<file path="config.mk">
export PLATFORM = sky130hd
export DESIGN_NAME = mmio_uart_ctrl
export DESIGN_NICKNAME = d
export VERILOG_FILES = /design/src/rtl/mmio_uart_ctrl.sv
export SDC_FILE = /design/constraint.sdc
export NUM_CORES = 1
export LEC_CHECK = 0
export CORE_MARGIN = 4
export CORE_UTILIZATION = 30
export CTS_BUF_LIST = sky130_fd_sc_hd__clkbuf_16
export DETAILED_ROUTE_END_ITERATION = 10
export PLACE_DENSITY = 0.49
export SLEW_MARGIN = 30
export SYNTH_ARGS = -nofsm -noshare
export SYNTH_HDL_FRONTEND = slang
export SYNTH_SLANG_ARGS = --single-unit
</file>
<file path="constraint.sdc">
create_clock -name clk -period 3.2 [get_ports clk]
set_input_delay 0.32 -clock clk [delete_from_list [all_inputs] [get_ports clk]]
set_output_delay 0.32 -clock clk [all_outputs]
set_load 0.05 [all_outputs]
</file>
<file path="src/rtl/mmio_uart_ctrl.sv">
// MMIO UART controller: TX FIFO, RX holding register, cycle/instret counters; loads return data one cycle later.
// Backpressure: stores to a full TX FIFO are dropped; the receiver is stalled while the RX holding register is occupied.
module mmio_uart_ctrl #(
  parameter int TX_DEPTH = 4,
  parameter int CNT_W    = 32
) (
  input  logic        clk,
  input  logic        rst_n,
  input  logic [31:0] addr,
  input  logic        is_uart,
  input  logic        mem_re,
  input  logic        mem_we,
  input  logic [31:0] wdata,
  input  logic        inst_retired,
  output logic [31:0] rdata,
  output logic [7:0]  uart_tx_data,
  output logic        uart_tx_valid,
  input  logic        uart_tx_ready,
  input  logic [7:0]  uart_rx_data,
  input  logic        uart_rx_valid,
  output logic        uart_rx_ready
);

  localparam int PTR_W = $clog2(TX_DEPTH);
  localparam logic [PTR_W:0] FULL_CNT = (PTR_W + 1)'(TX_DEPTH);

  localparam logic [5:0] OFF_STATUS = 6'h00;
  localparam logic [5:0] OFF_RXDATA = 6'h01;
  localparam logic [5:0] OFF_TXDATA = 6'h02;
  localparam logic [5:0] OFF_CYCLE  = 6'h04;
  localparam logic [5:0] OFF_INST   = 6'h05;
  localparam logic [5:0] OFF_CNTRST = 6'h06;

  logic [7:0]       mem_q [TX_DEPTH];
  logic [PTR_W-1:0] wr_ptr_q, wr_ptr_d;
  logic [PTR_W-1:0] rd_ptr_q, rd_ptr_d;
  logic [PTR_W:0]   count_q, count_d;
  logic             hold_vld_q, hold_vld_d;
  logic [7:0]       hold_dat_q, hold_dat_d;
  logic [CNT_W-1:0] cyc_q, cyc_d;
  logic [CNT_W-1:0] inst_q, inst_d;
  logic [31:0]      rdata_q, rdata_d;

  logic [5:0] off;
  logic       rd_en, wr_en, full, push, pop, capture, rx_clr, cnt_clr;
  logic       unused_ok;

  assign unused_ok = ^{addr[31:8], addr[1:0], wdata[31:8]};

  assign off     = addr[7:2];
  assign rd_en   = mem_re & is_uart;
  assign wr_en   = mem_we & is_uart;
  assign full    = (count_q == FULL_CNT);
  // A full FIFO refuses the push even when it pops in the same cycle.
  assign push    = wr_en & (off == OFF_TXDATA) & ~full;
  assign pop     = uart_tx_valid & uart_tx_ready;
  assign capture = uart_rx_valid & uart_rx_ready;
  assign rx_clr  = rd_en & (off == OFF_RXDATA) & hold_vld_q;
  assign cnt_clr = wr_en & (off == OFF_CNTRST);

  assign uart_tx_valid = (count_q != '0);
  assign uart_tx_data  = mem_q[rd_ptr_q];
  assign uart_rx_ready = ~hold_vld_q;
  assign rdata         = rdata_q;

  always_comb begin
    wr_ptr_d   = wr_ptr_q;
    rd_ptr_d   = rd_ptr_q;
    count_d    = count_q;
    hold_vld_d = hold_vld_q;
    hold_dat_d = hold_dat_q;
    cyc_d      = cyc_q + CNT_W'(1);
    inst_d     = inst_q + CNT_W'(inst_retired);
    rdata_d    = rdata_q;

    if (push) wr_ptr_d = wr_ptr_q + PTR_W'(1);
    if (pop)  rd_ptr_d = rd_ptr_q + PTR_W'(1);
    if (push && !pop)      count_d = count_q + (PTR_W + 1)'(1);
    else if (pop && !push) count_d = count_q - (PTR_W + 1)'(1);

    if (capture) begin
      hold_vld_d = 1'b1;
      hold_dat_d = uart_rx_data;
    end else if (rx_clr) begin
      hold_vld_d = 1'b0;
    end

    if (cnt_clr) begin
      cyc_d  = '0;
      inst_d = '0;
    end

    // Read mux sees pre-edge state, so same-cycle updates are not visible.
    if (rd_en) begin
      case (off)
        OFF_STATUS: rdata_d = {30'b0, hold_vld_q, ~full};
        OFF_RXDATA: rdata_d = hold_vld_q ? {24'b0, hold_dat_q} : 32'b0;
        OFF_CYCLE:  rdata_d = 32'(cyc_q);
        OFF_INST:   rdata_d = 32'(inst_q);
        default:    rdata_d = 32'b0;
      endcase
    end
  end

  always_ff @(posedge clk) begin
    if (!rst_n) begin
      for (int i = 0; i < TX_DEPTH; i++) mem_q[i] <= 8'h00;
      wr_ptr_q   <= '0;
      rd_ptr_q   <= '0;
      count_q    <= '0;
      hold_vld_q <= 1'b0;
      hold_dat_q <= 8'h00;
      cyc_q      <= '0;
      inst_q     <= '0;
      rdata_q    <= 32'b0;
    end else begin
      if (push) mem_q[wr_ptr_q] <= wdata[7:0];
      wr_ptr_q   <= wr_ptr_d;
      rd_ptr_q   <= rd_ptr_d;
      count_q    <= count_d;
      hold_vld_q <= hold_vld_d;
      hold_dat_q <= hold_dat_d;
      cyc_q      <= cyc_d;
      inst_q     <= inst_d;
      rdata_q    <= rdata_d;
    end
  end

endmodule

</file>
==> flow_summary.json <==
{
  "status": "complete, no violations",
  "grt_pass1_vias": 5300,
  "hpwl_mm": 12.4,
  "power.switching_uw": 1140,
  "cp_max_fo": 8,
  "power.total_uw": 4500,
  "finClkSkew_ns": 0.00817,
  "worstHoldStart": "uart_rx_data[4]",
  "synthFlopType": "dfxtp_1",
  "ys_types": 50,
  "fillCellCount": 2171,
  "fin_crit_ns": 2.67,
  "max_stage_delay_ns": 0.71,
  "cts.path.max_buffers": 2,
  "grt_pass1_wl_mm": 27.8,
  "vias": 5463,
  "finalMaxSlewViolations": 0,
  "wl_per_cell_um": 15.7,
  "tightest_slew_ns": 0.844,
  "synth-edff-count": 32,
  "cts_resized": 0,
  "fp-row-count": 54,
  "start_kind": "register",
  "wl_mm": 17.0,
  "rr_worst_depth": 8,
  "crit_buf_inv": 1,
  "stdcell_count": 1082,
  "p_leak_uw": 0.00290,
  "postCtsHoldBufs": 0,
  "worst_ep_required_time_ns": 2.88,
  "synth_seq_cells": 146,
  "routabilityCongestion": 0.775,
  "drive_gt1_share_pct": 7.86,
  "layout_commonest_cell": "dfxtp_1",
  "p_seq_share_pct": 44.4,
  "critical-path-top-delay-family": "buffers and inverters",
  "arrival_ns": 2.35,
  "dp.cells": 1050,
  "finalSetupTns_ns": 0,
  "hold_class": "input port to register",
  "grt_usage_pct": 14.1,
  "start_util_pct": 30.8,
  "fp.dieH_um": 158,
  "cts_tree": "yes",
  "peakVddDrop_mv": 0.356,
  "area_delta_synth_final_pct": 23.7,
  "yosysWarnings": 0,
  "dieArea_um2": 25100,
  "antenna_found_initial": 0,
  "finalWorstSetupSlack_ns": 0.526,
  "avgSynthCellArea_um2": 9.44,
  "combPwrFrac_pct": 12.1,
  "route.detailed.drc": 0,
  "synthArstFlopShare_pct": 0,
  "crit_chain": "mux4_2 > clkdlybuf4s50_1",
  "cts_made_buffers": 17,
  "place_ws_ns": 0.427,
  "core_um2": 22000,
  "post-route-period-util_pct": 83.6,
  "final_util_pct": 38.1,
  "slowest_stage": "clkdlybuf4s50_1",
  "min_to": "hold_dat_q[4]",
  "dr.pass1.iters": 7,
  "ant_nets": 0,
  "end_kind": "output port",
  "synthCells": 718,
  "r2r_start": "count_q[0]",
  "reg2reg_slack_ns": 0.95,
  "die-width_um": 158,
  "io_buffers": 71,
  "r2r_end": "count_q[2]",
  "clkPwrFrac_pct": 43.5,
  "synth_nets": 803,
  "syn-cell-area_um2": 6780,
  "path_clk_slew_ns": 0.06,
  "cts_sinks": 146,
  "ios": 122,
  "antennaDiodeCount": 0,
  "htree_levels": 4,
  "root_buffer": "clkbuf_16",
  "max_cap_viol_count": 0,
  "nNetsFinal": 874,
  "clkLatencyLatePin_ns": 0.42,
  "setup_viol": 0,
  "grt_overflow_total": 0,
  "final_cell_mix": "dfxtp_1, nand2_1, clkdlybuf4s50_1, and2_1, o21ai_0",
  "min_delay_path_depth": 3,
  "critPathKind": "register to output port",
  "relSlewSlack_pct": 43.2,
  "drtIter0Drc": 299,
  "ys_seq_area_share_pct": 47.8,
  "vias_per_cell": 5.05,
  "power_density_nw_per_um2": 537,
  "finalHoldViolations": 0,
  "intPower_uw": 3370,
  "swShare_pct": 25.2,
  "rsz0062_at_grt": "no",
  "grt_start_max_net_pins": 48,
  "post_cts_buffers": 0,
  "fmax_mhz": 374
}
stage by stage:
| step | hold slack (ns) | instance area, um2 |
|---|---|---|
| 2_1_floorplan | 0.431 | 6780 |
| 3_3_place_gp | 0.446 | 7810 |
| 3_5_place_dp | 0.450 | 7810 |
| 4_1_cts | 0.432 | 8390 |
| 5_1_grt | 0.453 | 8390 |
| 6_report | 0.451 | 8390 |
how the worst max path moves through the flow:
stage          startpoint               to  cells past startpoint
2_1_floorplan     addr[4]       count_q[2]                     11
3_3_place_gp      addr[3]       count_q[2]                     10
3_5_place_dp      addr[3]       count_q[2]                     10
4_1_cts          register  uart_tx_data[3]                      2
5_1_grt          register  uart_tx_data[3]                      2
6_report         register  uart_tx_data[6]                      2
registers in the layout, summed over array words and instances (netlist names), named ones only:
register    count
rd_ptr_q        2
count_q         3
wr_ptr_q        2
rdata          32
hold_dat_q      8
hold_vld_q      1
cyc_q          32
inst_q         32
mem_q          32
worst register-to-register path, cell delays in order (launching register included):
cell	delay [ns]
dfxtp_1	0.35
or3_1	0.40
nand2_1	0.12
ha_1	0.20
inv_1	0.06
fa_1	0.38
xor2_1	0.17
or3_1	0.32
a21oi_1	0.16
cells by family (layout without fill, tap and decap cells):
family          Yosys count  after routing  synth area share (%)
simple gates            332            332                  26.5
flops                   146            146                  47.8
compound gates          111            111                  9.40
mux                      47             47                  8.44
buf+inv                  47            131                  2.94
xor+xnor                 30             30                  3.88
fa+ha+maj                 5              5                  1.03
routing by layer:
| layer | global-route usage (%) | share of wire [%] |
|---|---|---|
| met5 | 0 | 0 |
| met4 | 5.56 | 2.1 |
| met1 | 18.9 | 47 |
| met2 | 22.5 | 47 |
| met3 | 2.56 | 3.8 |
synth_stat cells, drive strengths merged (2+ instances only):
master | n | area share [%]
o31ai | 13 | 1.4
mux2i | 38 | 5.6
o21ai | 49 | 3.6
and3 | 14 | 1.3
a31oi | 2 | 0.18
or4 | 15 | 1.7
a21oi | 32 | 2.4
nor2b | 4 | 0.37
o41ai | 2 | 0.26
nand3 | 26 | 2.1
or3 | 11 | 1.2
nand4 | 17 | 1.7
nand2b | 15 | 1.4
nor4 | 14 | 1.5
dfxtp | 114 | 34
a32o | 2 | 0.30
xnor2 | 20 | 2.6
and4 | 8 | 1.0
a22oi | 7 | 0.78
nor2 | 38 | 2.1
and2 | 56 | 5.2
ha | 4 | 0.74
inv | 11 | 0.61
buf | 11 | 0.94
nand2 | 98 | 5.4
edfxtp | 32 | 14
or3b | 2 | 0.26
mux4 | 8 | 2.7
nor3 | 10 | 0.74
xor2 | 10 | 1.3
clkbuf | 25 | 1.4
area by class of cell:
class	count	area, um2	share of cell area (%)
Clock buffer	17	425	5.07
Inverter	11	41.3	0.492
Multi-Input combinational cell	525	3340	39.9
Sequential cell	146	3240	38.7
Timing Repair Buffer	88	833	9.94
Clock inverter	15	150	1.79
Tap cell	280	350	4.18
power groups by stage:
| stage | Sequential [uW] | Combinational, uW | Clock (uW) |
|---|---|---|---|
| floorplan | 2000 | 399 | 0 |
| global placement | 2030 | 536 | 0 |
| detailed placement | 2040 | 552 | 0 |
| CTS | 2000 | 553 | 2000 |
| global route | 2010 | 591 | 2090 |
| finish | 2000 | 547 | 1960 |
No activity file was read; power rests on OpenSTA's default activity.
